`config.mk`:
```
export PLATFORM = sky130hd
export DESIGN_NAME = pci_txn_queue_flat
export DESIGN_NICKNAME = d
export VERILOG_FILES = /design/src/rtl/pci_txn_queue_pkg.sv /design/src/rtl/pci_txn_queue_if.sv /design/src/rtl/pci_txn_queue_cmd_fifo.sv /design/src/rtl/pci_txn_queue.sv /design/src/flat_wrapper.sv
export SDC_FILE = /design/constraint.sdc
export NUM_CORES = 1
export LEC_CHECK = 0
export CORE_ASPECT_RATIO = 0.5
export CORE_MARGIN = 5
export CORE_UTILIZATION = 45
export DETAILED_ROUTE_END_ITERATION = 10
export PLACE_DENSITY = 0.66
export SYNTH_ARGS = -nofsm -noshare
export SYNTH_HDL_FRONTEND = slang
export SYNTH_SLANG_ARGS = --single-unit
export TNS_END_PERCENT = 50
```
`constraint.sdc`:
```
create_clock -name clk -period 3.6 [get_ports clk]
set_input_delay 0.72 -clock clk [delete_from_list [all_inputs] [get_ports clk]]
set_output_delay 0.72 -clock clk [all_outputs]
set_load 0.02 [all_outputs]
```
`src/rtl/pci_txn_queue_pkg.sv`:
```
// pci_txn_queue_pkg: shared definitions for the PCI transaction queue.
//   state_t       FSM state encoding (also exported on the debug port)
//   STATUS_*      completion status codes reported on done_status
//   DEF_ADDR_W/DEF_CNT_W  default address and word-count widths
package pci_txn_queue_pkg;

    localparam int DEF_ADDR_W = 32;
    localparam int DEF_CNT_W  = 4;

    typedef enum logic [2:0] {
        ST_IDLE     = 3'd0,
        ST_REQ      = 3'd1,
        ST_WAIT_BUS = 3'd2,
        ST_START    = 3'd3,
        ST_BUSY     = 3'd4,
        ST_RETIRE   = 3'd5
    } state_t;

    localparam logic [1:0] STATUS_OK      = 2'b00;
    localparam logic [1:0] STATUS_ABORT   = 2'b01;
    localparam logic [1:0] STATUS_TIMEOUT = 2'b10;
    localparam logic [1:0] STATUS_ILLEGAL = 2'b11;

endpackage

```
`src/rtl/pci_txn_queue_if.sv`:
```
// pci_txn_queue_if: host command port, arbiter request/grant, observed bus
// signals, device command port and completion report of one queue instance.
//   slave  modport: the queue (pci_txn_queue)
//   master modport: host / arbiter / device side
// Handshake: a descriptor transfers on any rising clk where cmd_valid and
// cmd_ready are both 1; the host holds cmd_* stable while cmd_valid is 1 and
// cmd_ready is 0. request, grant, frame and i_ready are active-low.
interface pci_txn_queue_if
    import pci_txn_queue_pkg::*;
#(
    parameter int ADDR_W  = DEF_ADDR_W,
    parameter int CNT_W   = DEF_CNT_W,
    parameter int LEVEL_W = 3
);
    logic              cmd_valid;
    logic              cmd_ready;
    logic              cmd_cbe;
    logic [ADDR_W-1:0] cmd_addr;
    logic [CNT_W-1:0]  cmd_count;
    logic [LEVEL_W-1:0] level;
    logic              request;
    logic              grant;
    logic              frame;
    logic              i_ready;
    logic              dev_cbe;
    logic [ADDR_W-1:0] dev_addr;
    logic [CNT_W-1:0]  dev_count;
    logic              dev_start;
    logic              dev_done;
    logic              dev_abort;
    logic              done_valid;
    logic [1:0]        done_status;

    modport slave (
        input  cmd_valid, cmd_cbe, cmd_addr, cmd_count,
        input  grant, frame, i_ready, dev_done, dev_abort,
        output cmd_ready, level, request,
        output dev_cbe, dev_addr, dev_count, dev_start,
        output done_valid, done_status
    );

    modport master (
        output cmd_valid, cmd_cbe, cmd_addr, cmd_count,
        output grant, frame, i_ready, dev_done, dev_abort,
        input  cmd_ready, level, request,
        input  dev_cbe, dev_addr, dev_count, dev_start,
        input  done_valid, done_status
    );
endinterface

```
`src/rtl/pci_txn_queue_cmd_fifo.sv`:
```
// pci_cmd_fifo: synchronous descriptor FIFO, DEPTH entries of W bits.
//   clk, reset(async, active-low), push, pop, wdata -> rdata (head, combinational
//   from storage), level (occupancy), full, empty.
// Pushes while full and pops while empty are ignored. DEPTH must be a power
// of 2 so the pointers wrap by natural overflow.
module pci_cmd_fifo #(
    parameter int DEPTH   = 4,
    parameter int W       = 37,
    parameter int LEVEL_W = $clog2(DEPTH + 1)
) (
    input  logic               clk,
    input  logic               reset,
    input  logic               push,
    input  logic               pop,
    input  logic [W-1:0]       wdata,
    output logic [W-1:0]       rdata,
    output logic [LEVEL_W-1:0] level,
    output logic               full,
    output logic               empty
);
    localparam int PTR_W = $clog2(DEPTH);

    logic [W-1:0]     mem [DEPTH];
    logic [PTR_W-1:0] wr_ptr;
    logic [PTR_W-1:0] rd_ptr;
    logic             push_ok;
    logic             pop_ok;

    assign full    = (level == LEVEL_W'(DEPTH));
    assign empty   = (level == '0);
    assign push_ok = push && !full;
    assign pop_ok  = pop && !empty;
    assign rdata   = mem[rd_ptr];

    always_ff @(posedge clk or negedge reset) begin
        if (!reset) begin
            wr_ptr <= '0;
            rd_ptr <= '0;
            level  <= '0;
            for (int i = 0; i < DEPTH; i++) mem[i] <= '0;
        end else begin
            if (push_ok) begin
                mem[wr_ptr] <= wdata;
                wr_ptr      <= wr_ptr + 1'b1;
            end
            if (pop_ok) rd_ptr <= rd_ptr + 1'b1;
            case ({push_ok, pop_ok})
                2'b10:   level <= level + LEVEL_W'(1);
                2'b01:   level <= level - LEVEL_W'(1);
                default: level <= level;
            endcase
        end
    end
endmodule

```
`src/rtl/pci_txn_queue.sv`:
```
// pci_txn_queue: buffers host descriptors, requests the PCI bus, starts the
// device on grant with an idle bus, and reports completion status.
//   clk, reset (async, active-low)
//   bus       pci_txn_queue_if.slave: cmd_*, level, request/grant, frame,
//             i_ready, dev_*, done_valid/done_status
//   dbg_state current FSM state
module pci_txn_queue
    import pci_txn_queue_pkg::*;
#(
    parameter int DEPTH   = 4,
    parameter int ADDR_W  = DEF_ADDR_W,
    parameter int CNT_W   = DEF_CNT_W,
    parameter int TIMEOUT = 16
) (
    input  logic             clk,
    input  logic             reset,
    pci_txn_queue_if.slave   bus,
    output state_t           dbg_state
);
    localparam int LEVEL_W = $clog2(DEPTH + 1);
    localparam int ENTRY_W = 1 + ADDR_W + CNT_W;
    localparam int TIMER_W = $clog2(TIMEOUT + 1);

    state_t              state, state_n;
    logic [TIMER_W-1:0]  timer, timer_n;
    logic [1:0]          status_n;
    logic [ENTRY_W-1:0]  head;
    logic                head_cbe;
    logic [ADDR_W-1:0]   head_addr;
    logic [CNT_W-1:0]    head_count;
    logic [LEVEL_W-1:0]  fifo_level;
    logic                fifo_full;
    logic                fifo_empty;

    logic                request_q;
    logic                dev_start_q;
    logic                done_valid_q;
    logic [1:0]          done_status_q;
    logic                dev_cbe_q;
    logic [ADDR_W-1:0]   dev_addr_q;
    logic [CNT_W-1:0]    dev_count_q;

    pci_cmd_fifo #(.DEPTH(DEPTH), .W(ENTRY_W), .LEVEL_W(LEVEL_W)) u_fifo (
        .clk   (clk),
        .reset (reset),
        .push  (bus.cmd_valid),
        .pop   (state == ST_RETIRE),
        .wdata ({bus.cmd_cbe, bus.cmd_addr, bus.cmd_count}),
        .rdata (head),
        .level (fifo_level),
        .full  (fifo_full),
        .empty (fifo_empty)
    );

    assign {head_cbe, head_addr, head_count} = head;

    always_comb begin
        state_n  = state;
        timer_n  = '0;
        status_n = done_status_q;
        case (state)
            ST_IDLE: begin
                if (!fifo_empty) begin
                    if (head_count == '0) begin
                        state_n  = ST_RETIRE;
                        status_n = STATUS_ILLEGAL;
                    end else begin
                        state_n = ST_REQ;
                    end
                end
            end
            ST_REQ: begin
                // Grant takes priority over an expiring timer.
                if (!bus.grant) begin
                    state_n = ST_WAIT_BUS;
                end else if (timer == TIMER_W'(TIMEOUT - 1)) begin
                    state_n  = ST_RETIRE;
                    status_n = STATUS_TIMEOUT;
                end else begin
                    timer_n = timer + 1'b1;
                end
            end
            ST_WAIT_BUS: begin
                if (bus.grant)                          state_n = ST_REQ;
                else if (bus.frame && bus.i_ready)      state_n = ST_START;
            end
            ST_START: state_n = ST_BUSY;
            ST_BUSY: begin
                if (bus.dev_abort) begin
                    state_n  = ST_RETIRE;
                    status_n = STATUS_ABORT;
                end else if (bus.dev_done) begin
                    state_n  = ST_RETIRE;
                    status_n = STATUS_OK;
                end
            end
            ST_RETIRE: state_n = ST_IDLE;
            default:   state_n = ST_IDLE;
        endcase
    end

    // Outputs are flopped from the next state so they line up with the state
    // register and go inactive as soon as reset asserts.
    always_ff @(posedge clk or negedge reset) begin
        if (!reset) begin
            state         <= ST_IDLE;
            timer         <= '0;
            request_q     <= 1'b1;
            dev_start_q   <= 1'b0;
            done_valid_q  <= 1'b0;
            done_status_q <= STATUS_OK;
            dev_cbe_q     <= 1'b0;
            dev_addr_q    <= '0;
            dev_count_q   <= '0;
        end else begin
            state         <= state_n;
            timer         <= timer_n;
            request_q     <= !(state_n inside {ST_REQ, ST_WAIT_BUS, ST_START});
            dev_start_q   <= (state_n == ST_START);
            done_valid_q  <= (state_n == ST_RETIRE);
            done_status_q <= status_n;
            // Head cannot change until the RETIRE pop, so these stay stable
            // from START through RETIRE.
            if (state_n != ST_IDLE) begin
                dev_cbe_q   <= head_cbe;
                dev_addr_q  <= head_addr;
                dev_count_q <= head_count;
            end
        end
    end

    assign bus.cmd_ready   = !fifo_full;
    assign bus.level       = fifo_level;
    assign bus.request     = request_q;
    assign bus.dev_start   = dev_start_q;
    assign bus.done_valid  = done_valid_q;
    assign bus.done_status = done_status_q;
    assign bus.dev_cbe     = dev_cbe_q;
    assign bus.dev_addr    = dev_addr_q;
    assign bus.dev_count   = dev_count_q;
    assign dbg_state       = state;
endmodule

```
`src/flat_wrapper.sv`:
```
// flat-port wrapper written by rule: the top's interface ports become plain ports
module pci_txn_queue_flat import pci_txn_queue_pkg::*;
#(
    parameter int DEPTH   = 4,
    parameter int ADDR_W  = DEF_ADDR_W,
    parameter int CNT_W   = DEF_CNT_W,
    parameter int TIMEOUT = 16
)
  (clk, reset, dbg_state, bus_cmd_valid, bus_cmd_cbe, bus_cmd_addr, bus_cmd_count, bus_grant, bus_frame, bus_i_ready, bus_dev_done, bus_dev_abort, bus_cmd_ready, bus_level, bus_request, bus_dev_cbe, bus_dev_addr, bus_dev_count, bus_dev_start, bus_done_valid, bus_done_status);
  pci_txn_queue_if #(.ADDR_W(ADDR_W), .CNT_W(CNT_W), .LEVEL_W((3))) bus_i ();
  input  logic clk;
  input  logic reset;
  output state_t dbg_state;
  input wire logic [$bits(bus_i.cmd_valid)-1:0] bus_cmd_valid;
  input wire logic [$bits(bus_i.cmd_cbe)-1:0] bus_cmd_cbe;
  input wire logic [$bits(bus_i.cmd_addr)-1:0] bus_cmd_addr;
  input wire logic [$bits(bus_i.cmd_count)-1:0] bus_cmd_count;
  input wire logic [$bits(bus_i.grant)-1:0] bus_grant;
  input wire logic [$bits(bus_i.frame)-1:0] bus_frame;
  input wire logic [$bits(bus_i.i_ready)-1:0] bus_i_ready;
  input wire logic [$bits(bus_i.dev_done)-1:0] bus_dev_done;
  input wire logic [$bits(bus_i.dev_abort)-1:0] bus_dev_abort;
  output wire logic [$bits(bus_i.cmd_ready)-1:0] bus_cmd_ready;
  output wire logic [$bits(bus_i.level)-1:0] bus_level;
  output wire logic [$bits(bus_i.request)-1:0] bus_request;
  output wire logic [$bits(bus_i.dev_cbe)-1:0] bus_dev_cbe;
  output wire logic [$bits(bus_i.dev_addr)-1:0] bus_dev_addr;
  output wire logic [$bits(bus_i.dev_count)-1:0] bus_dev_count;
  output wire logic [$bits(bus_i.dev_start)-1:0] bus_dev_start;
  output wire logic [$bits(bus_i.done_valid)-1:0] bus_done_valid;
  output wire logic [$bits(bus_i.done_status)-1:0] bus_done_status;
  assign bus_i.cmd_valid = bus_cmd_valid;
  assign bus_i.cmd_cbe = bus_cmd_cbe;
  assign bus_i.cmd_addr = bus_cmd_addr;
  assign bus_i.cmd_count = bus_cmd_count;
  assign bus_i.grant = bus_grant;
  assign bus_i.frame = bus_frame;
  assign bus_i.i_ready = bus_i_ready;
  assign bus_i.dev_done = bus_dev_done;
  assign bus_i.dev_abort = bus_dev_abort;
  assign bus_cmd_ready = bus_i.cmd_ready;
  assign bus_level = bus_i.level;
  assign bus_request = bus_i.request;
  assign bus_dev_cbe = bus_i.dev_cbe;
  assign bus_dev_addr = bus_i.dev_addr;
  assign bus_dev_count = bus_i.dev_count;
  assign bus_dev_start = bus_i.dev_start;
  assign bus_done_valid = bus_i.done_valid;
  assign bus_done_status = bus_i.done_status;
  pci_txn_queue #(.DEPTH(DEPTH), .ADDR_W(ADDR_W), .CNT_W(CNT_W), .TIMEOUT(TIMEOUT)) u_core (.clk(clk), .reset(reset), .bus(bus_i), .dbg_state(dbg_state));
endmodule
```
==> results.sh, run 1 <==
export IMPL_synth_commonest_cells="dfrtp_1 (204), mux2_2 (156), mux4_2 (37)"
export IMPL_layout_area_overhead_vs_synth_pct=21.2
export IMPL_final_hold_slack_ps=235
export IMPL_path_buf_inv=2
export IMPL_place_hpwl_um=10800
export IMPL_cts_buffers_inserted=19
export IMPL_run_status="completed"
export IMPL_chipHeight_um=108
export IMPL_cts_htree_levels=1
export IMPL_routabilityCongestion=0.736
export IMPL_final_antenna_net_count=0
export IMPL_global_route_usage_total_pct=15.7
export IMPL_avgSynthCellArea_um2=16.6
export IMPL_cts_root_to_sink_buffers=3
export IMPL_placement_cell_area_mm2=0.00995
export IMPL_dominantRegCellSynth="dfrtp_1"
export IMPL_synth_cells=524
export IMPL_post_route_min_period_ps=2420
export IMPL_critPathKind="flip-flop to output port"
export IMPL_tritoncts="done"
export IMPL_detail_route_wirelength_um=16900
export IMPL_synth_top_area_share_pct=58.7
export IMPL_io_pins=94
export IMPL_port_buffers=93
export IMPL_cts_hold_fix_buffers=0
export IMPL_post_layout_total_power_mw=10.5
export IMPL_clock_insertion_delay_worst_skew_ps=490
export IMPL_post_cts_resize_count=0
export IMPL_synth_yosys_seq_area_share_pct=59.0
export IMPL_post_synth_top_count_cell="dfrtp_1"
export IMPL_rows=35
export IMPL_worst_setup_path_start_kind="flip-flop"
export IMPL_route_detailed_vias_per_inst=5.26
export IMPL_worstPathCellList="inv_1 -> nand3_1 -> clkdlybuf4s50_1"
export IMPL_cts_clk_slew_worst_paths_ps=60
export IMPL_slew_limit_headroom_pct=60.5
export IMPL_grt_pass1_wl_um=27900
export IMPL_root_driver="clkbuf_16"
export IMPL_area_of_combinational_cells_with_multiple_inputs_mm2=0.00340
export IMPL_area_of_the_placeable_core_mm2=0.0187
export IMPL_edff_count_synth=0
export IMPL_finalNonFillerCells=894
export IMPL_timing_critical_path_fanout_max=4
export IMPL_post_synth_main_area_contributors="dfrtp_1 (59%), mux2_2 (20%), mux4_2 (9.6%)"
export IMPL_vias=4704
export IMPL_die_area_mm2=0.0224
export IMPL_dr_pass1_iters=4
export IMPL_postSynthRegisterBits=205
export IMPL_routed_wire_length_per_instance_um=18.9
export IMPL_crit_family="buffers and inverters"
export IMPL_die_width_um=207
export IMPL_via_count_of_the_first_global_routing_pass=5158
export IMPL_cts_num_sinks=205
export IMPL_timing_worst_slew_pin_value_ps=588
export IMPL_post_route_cells_drive_above_1_share_pct=38.4
export IMPL_fmax_mhz=413
export IMPL_p_leak_nw=4.41
export IMPL_finalSetupViolations=0
export IMPL_diodes=0
export IMPL_critical_path_arrival_ps=1700
export IMPL_post_synth_instance_area_mm2=0.00869
export IMPL_report_final_hold_viol_count=0
export IMPL_setup_tns_ps=0
export IMPL_asyncSetResetFlopFracSynth_pct=100
export IMPL_synthDistinctLibCells=36
export IMPL_synth_top_cell_by_area="dfrtp_1"
export IMPL_synth_nets=576
export IMPL_maxCapViolCount=0
export IMPL_routed_top_layer="met4"
export IMPL_antenna_found_initial=0
export IMPL_cp_data_required_time_ps=2880
export IMPL_nets=677
export IMPL_layout_worst_path_cycle_share_pct=67.3
export IMPL_n_fill_cell=1534
export IMPL_placed_cells=863
export IMPL_hold_path_class="input port to async pin"
export IMPL_fin_skew_ps=9.04
export IMPL_seq_area_mm2=0.00514
export IMPL_slowest_delay_ps=610
export IMPL_maxSlewViolCount=0
export IMPL_grt_max_degree=81
export IMPL_wl_met3_um=497
export IMPL_met2RoutedLength_um=8100
export IMPL_cts_setup_buffers=0
export IMPL_dr_first_iter_drc_count=120
export IMPL_largest_vdd_supply_drop_v=0.000388
export IMPL_initial_core_util_pct=46.5
export IMPL_synthesis_yosys_warnings=0
export IMPL_grt_overflow_total=0
export IMPL_grt_setup_unrepaired="no"
export IMPL_m1WireLength_um=7980
export IMPL_final_cell_area_mm2=0.0105
export IMPL_drt_drc_violations_left=0
export IMPL_power_density_cell_area_mw_per_mm2=1000
export IMPL_cp_max_delay_cell="clkdlybuf4s50_1"
export IMPL_worst_setup_path_end_kind="output port"
==> layout make-up <==
class	count	share of cell area, %
clock inverter	6	0.582
clock buffer	25	4.92
tap	259	3.08
sequential	205	48.8
multi-input combinational	286	32.3
inverter	8	0.285
timing repair buffer	105	10.1
==> metrics by stage <==
stage                     setup WS (ps)  util [%]
final                              1180      56.3
after detailed placement            853      53.2
after floorplan                    1330         -
after global routing               1080      56.3
after global placement              882      53.2
after CTS                          1150      56.3
==> routing by layer <==
| metal | track usage (%) | vias to the layer above |
|---|---|---|
| met5 | 0 | - |
| met4 | 3.65 | 0 |
| met3 | 2.49 | 28 |
| met2 | 25.8 | 56 |
| met1 | 22.4 | 2501 |
| li1 | - | 2119 |
==> where the power goes <==
group | total [mW] | internal [mW] | switching, mW
Sequential | 4.17 | 3.51 | 0.657
Clock | 1.92 | 1.09 | 0.837
Combinational | 4.46 | 2.64 | 1.82
==> worst paths after layout <==
check | from | to | slack (ps) | cells past startpoint
hold reg to reg | u_core.timer[0] | u_core.timer[0] | 460 | 1
max in group asynchronous | reset | u_core.u_fifo.rd_ptr[0] | 2520 | 2
setup reg to reg | u_core.u_fifo.rd_ptr[0] | u_core.bus.done_status[0] | 1260 | 5
min in group clk | u_core.timer[0] | u_core.timer[0] | 460 | 1
setup / recovery | u_core.u_fifo.level[0] | bus_cmd_ready | 1180 | 3
hold / removal | reset | u_core.u_fifo.mem[64] | 230 | 1
==> state kept, by name (all words and copies together), names as in the netlist <==
| name | flops |
|---|---|
| u_core.dbg_state | 3 |
| u_core.bus.dev_count | 4 |
| u_core.bus.request | 1 |
| u_core.bus.dev_cbe | 1 |
| u_core.bus.done_valid | 1 |
| u_core.timer | 5 |
| u_core.u_fifo.wr_ptr | 2 |
| u_core.bus.dev_addr | 32 |
| u_core.u_fifo.rd_ptr | 2 |
| u_core.u_fifo.level | 3 |
| u_core.bus.dev_start | 1 |
| u_core.u_fifo.mem | 148 |
| u_core.bus.done_status | 2 |
==> kinds of logic after synthesis <==
| group | synth area share, % |
|---|---|
| flops | 59.0 |
| fa+ha+maj | 1.09 |
| mux | 33.8 |
| xor+xnor | 0.907 |
| simple gates | 2.17 |
| buf+inv | 1.97 |
| compound gates | 0.993 |
==> worst register-to-register path, cell delays in order, from the launching register on <==
cell      delay (ps)
dfrtp_4          620
mux4_2           570
nor4_1           370
nand2b_1         110
a21bo_2          230
mux2_2           330
==> cell usage in the layout, fill, tap and decap left out, drive strengths merged <==
cell type / instances
dfstp: 1
o221ai: 1
o21bai: 2
nor3: 4
nand3: 3
inv: 9
clkinv: 3
clkbuf: 26
a21oi: 2
fa: 1
buf: 12
a21bo: 1
and4b: 1
mux2: 186
xnor2: 5
or4: 1
xor2: 4
nand2b: 3
nand3b: 1
nor2: 9
mux2i: 1
ha: 6
a2bb2oi: 1
dfrtp: 204
clkinvlp: 1
and2: 2
o22ai: 1
o21ai: 1
bufinv: 1
nand2: 9
nor4: 1
mux4: 37
clkdlybuf4s50: 92
nor2b: 2
o32a: 1
Power figures use the tool's default switching activity.
==> inputs of run 2 (changes only) <==
==> constraint.sdc (replaced) <==
create_clock -name clk -period 2.5 [get_ports clk]
set_input_delay 0.5 -clock clk [delete_from_list [all_inputs] [get_ports clk]]
set_output_delay 0.5 -clock clk [all_outputs]
set_load 0.02 [all_outputs]
==> results.sh, run 2 (synthesized netlist as in run 1, its figures left out) <==
export IMPL_final_cell_area_mm2=0.0108
export IMPL_largest_vdd_supply_drop_v=0.000634
export IMPL_placement_cell_area_mm2=0.0101
export IMPL_vias=4719
export IMPL_n_fill_cell=1507
export IMPL_cts_buffers_inserted=20
export IMPL_layout_worst_path_cycle_share_pct=88.7
export IMPL_critPathKind="flip-flop to flip-flop"
export IMPL_setup_tns_ps=0
export IMPL_global_route_usage_total_pct=15.8
export IMPL_final_antenna_net_count=0
export IMPL_nets=689
export IMPL_critical_path_arrival_ps=2580
export IMPL_final_hold_slack_ps=462
export IMPL_tritoncts="done"
export IMPL_dr_pass1_iters=4
export IMPL_via_count_of_the_first_global_routing_pass=5137
export IMPL_cts_htree_levels=1
export IMPL_rows=35
export IMPL_flip_flop_count_of_the_largest_register_after_layout=148
export IMPL_drt_drc_violations_left=0
export IMPL_area_of_the_placeable_core_mm2=0.0187
export IMPL_diodes=0
export IMPL_grt_pass1_wl_um=28000
export IMPL_worst_setup_path_end_kind="flip-flop"
export IMPL_final_common_cell="dfrtp_1"
export IMPL_min_path_cells=1
export IMPL_initial_core_util_pct=46.5
export IMPL_fin_skew_ps=16.4
export IMPL_fmax_mhz=451
export IMPL_route_detailed_vias_per_inst=5.19
export IMPL_share_seq_of_total_power_pct=37.9
export IMPL_chipHeight_um=108
export IMPL_dr_first_iter_drc_count=181
export IMPL_detail_route_wirelength_um=16800
export IMPL_post_cts_resize_count=0
export IMPL_p_sw_mw=4.81
export IMPL_grt_overflow_total=0
export IMPL_post_route_cells_drive_above_1_share_pct=39.5
export IMPL_maxCapViolCount=0
export IMPL_report_final_hold_viol_count=0
export IMPL_post_route_min_period_ps=2220
export IMPL_cts_setup_buffers=0
export IMPL_routabilityCongestion=0.731
export IMPL_reg2reg_setup_slack_ps=280
export IMPL_p_sw_share_pct=30.7
export IMPL_port_buffers=93
export IMPL_grt_setup_unrepaired="no"
export IMPL_layout_area_overhead_vs_synth_pct=24.3
export IMPL_cts_root_to_sink_buffers=3
export IMPL_power_combinational_fraction_pct=42.8
export IMPL_root_driver="clkbuf_16"
export IMPL_r2r_worst_path_depth=5
export IMPL_slew_limit_headroom_pct=66.4
export IMPL_cts_num_sinks=205
export IMPL_hold_path_class="flip-flop to flip-flop"
export IMPL_cts_clk_slew_worst_paths_ps=60
export IMPL_worst_setup_path_start_kind="flip-flop"
export IMPL_largest_register_by_flop_count="u_core.u_fifo.mem"
export IMPL_grt_max_degree=64
export IMPL_place_hpwl_um=11100
export IMPL_io_pins=94
export IMPL_maxSlewViolCount=0
export IMPL_finalSetupViolations=0
export IMPL_power_report_internal_total_mw=10.8
export IMPL_run_status="completed"
export IMPL_die_width_um=207
export IMPL_timing_critical_path_fanout_max=8
export IMPL_post_layout_total_power_mw=15.6
export IMPL_cp_data_required_time_ps=2870
export IMPL_timing_worst_slew_pin_value_ps=504
export IMPL_clockPowerShare_pct=19.3
export IMPL_p_leak_nw=4.54
export IMPL_power_density_cell_area_mw_per_mm2=1450
export IMPL_die_area_mm2=0.0224
export IMPL_final_util_pct=57.8
export IMPL_layout_common_cells="dfrtp_1 (202), mux2_2 (156), clkdlybuf4s50_1 (92)"
export IMPL_clock_insertion_delay_worst_skew_ps=480
export IMPL_antenna_found_initial=0
export IMPL_routed_wire_length_per_instance_um=18.5
[run 2: changes by cell type in the layout (fill, tap and decap cells not counted), sizes merged]
cell / change
clkbuf: +6
inv: -1
buf: +10
clkinvlp: +1
dlygate4sd3: +1
clkinv: -1
[run 2: critical path, stage by stage, from the launching register on]
cell and delay (ps):
dfrtp_4 510, mux4_2 550, nor4_1 360, nand2b_1 110
a21bo_2 240, mux2_2 330
[run 2: power groups by stage]
stage	logic (mW)	registers, mW	clock network, mW
after floorplan	4.39	6.16	0
after global placement	6.69	5.94	0
after detailed placement	6.84	6.00	0
after CTS	6.85	5.94	3.11
after global routing	7.28	6.14	3.25
final	6.70	5.94	3.01
[run 2: stage by stage]
| stage | cells | setup WS (ps) |
|---|---|---|
| 2_1_floorplan | 524 | 230 |
| 4_1_cts | 910 | 257 |
| 6_report | 910 | 283 |
| 3_3_place_gp | 873 | 86.6 |
| 5_1_grt | 910 | 117 |
| 3_5_place_dp | 873 | 34.4 |
[run 2: what timing repair did]
action | CTS | global route
hold buffers | 1 | 0
endpoints found under the hold margin | 1 | 0
endpoints found under the setup margin | 0 | 0
[run 2: final timing paths]
kind | from | end
setup reg to reg | u_core.u_fifo.rd_ptr[0] | u_core.bus.done_status[0]
hold reg to reg | u_core.timer[0] | u_core.timer[0]
max in group asynchronous | reset | u_core.u_fifo.mem[3]
min in group asynchronous | reset | u_core.u_fifo.level[1]
hold / removal | u_core.timer[0] | u_core.timer[0]
setup / recovery | u_core.u_fifo.rd_ptr[0] | u_core.bus.done_status[0]
[run 2: area by class of cell]
cell class,instances,area (um2),share of cell area (%)
sequential,205,5140,47.5
multi-input combinational,286,3400,31.4
timing repair buffer,116,1250,11.5
clock buffer,31,603,5.58
tap,259,324,3.00
clock inverter,5,66.3,0.614
inverter,8,30.0,0.278
[run 2: layer usage]
metal / up-vias / wire [um] / GRT usage [%] / part of all wire [%]
met1: 2492 / 8160 / 23.2 / 48
met4: 0 / 226 / 2.66 / 1.3
met5: - / 0 / 0 / 0
met3: 15 / 501 / 2.91 / 3.0
li1: 2156 / - / - / -
met2: 56 / 7950 / 25.2 / 47
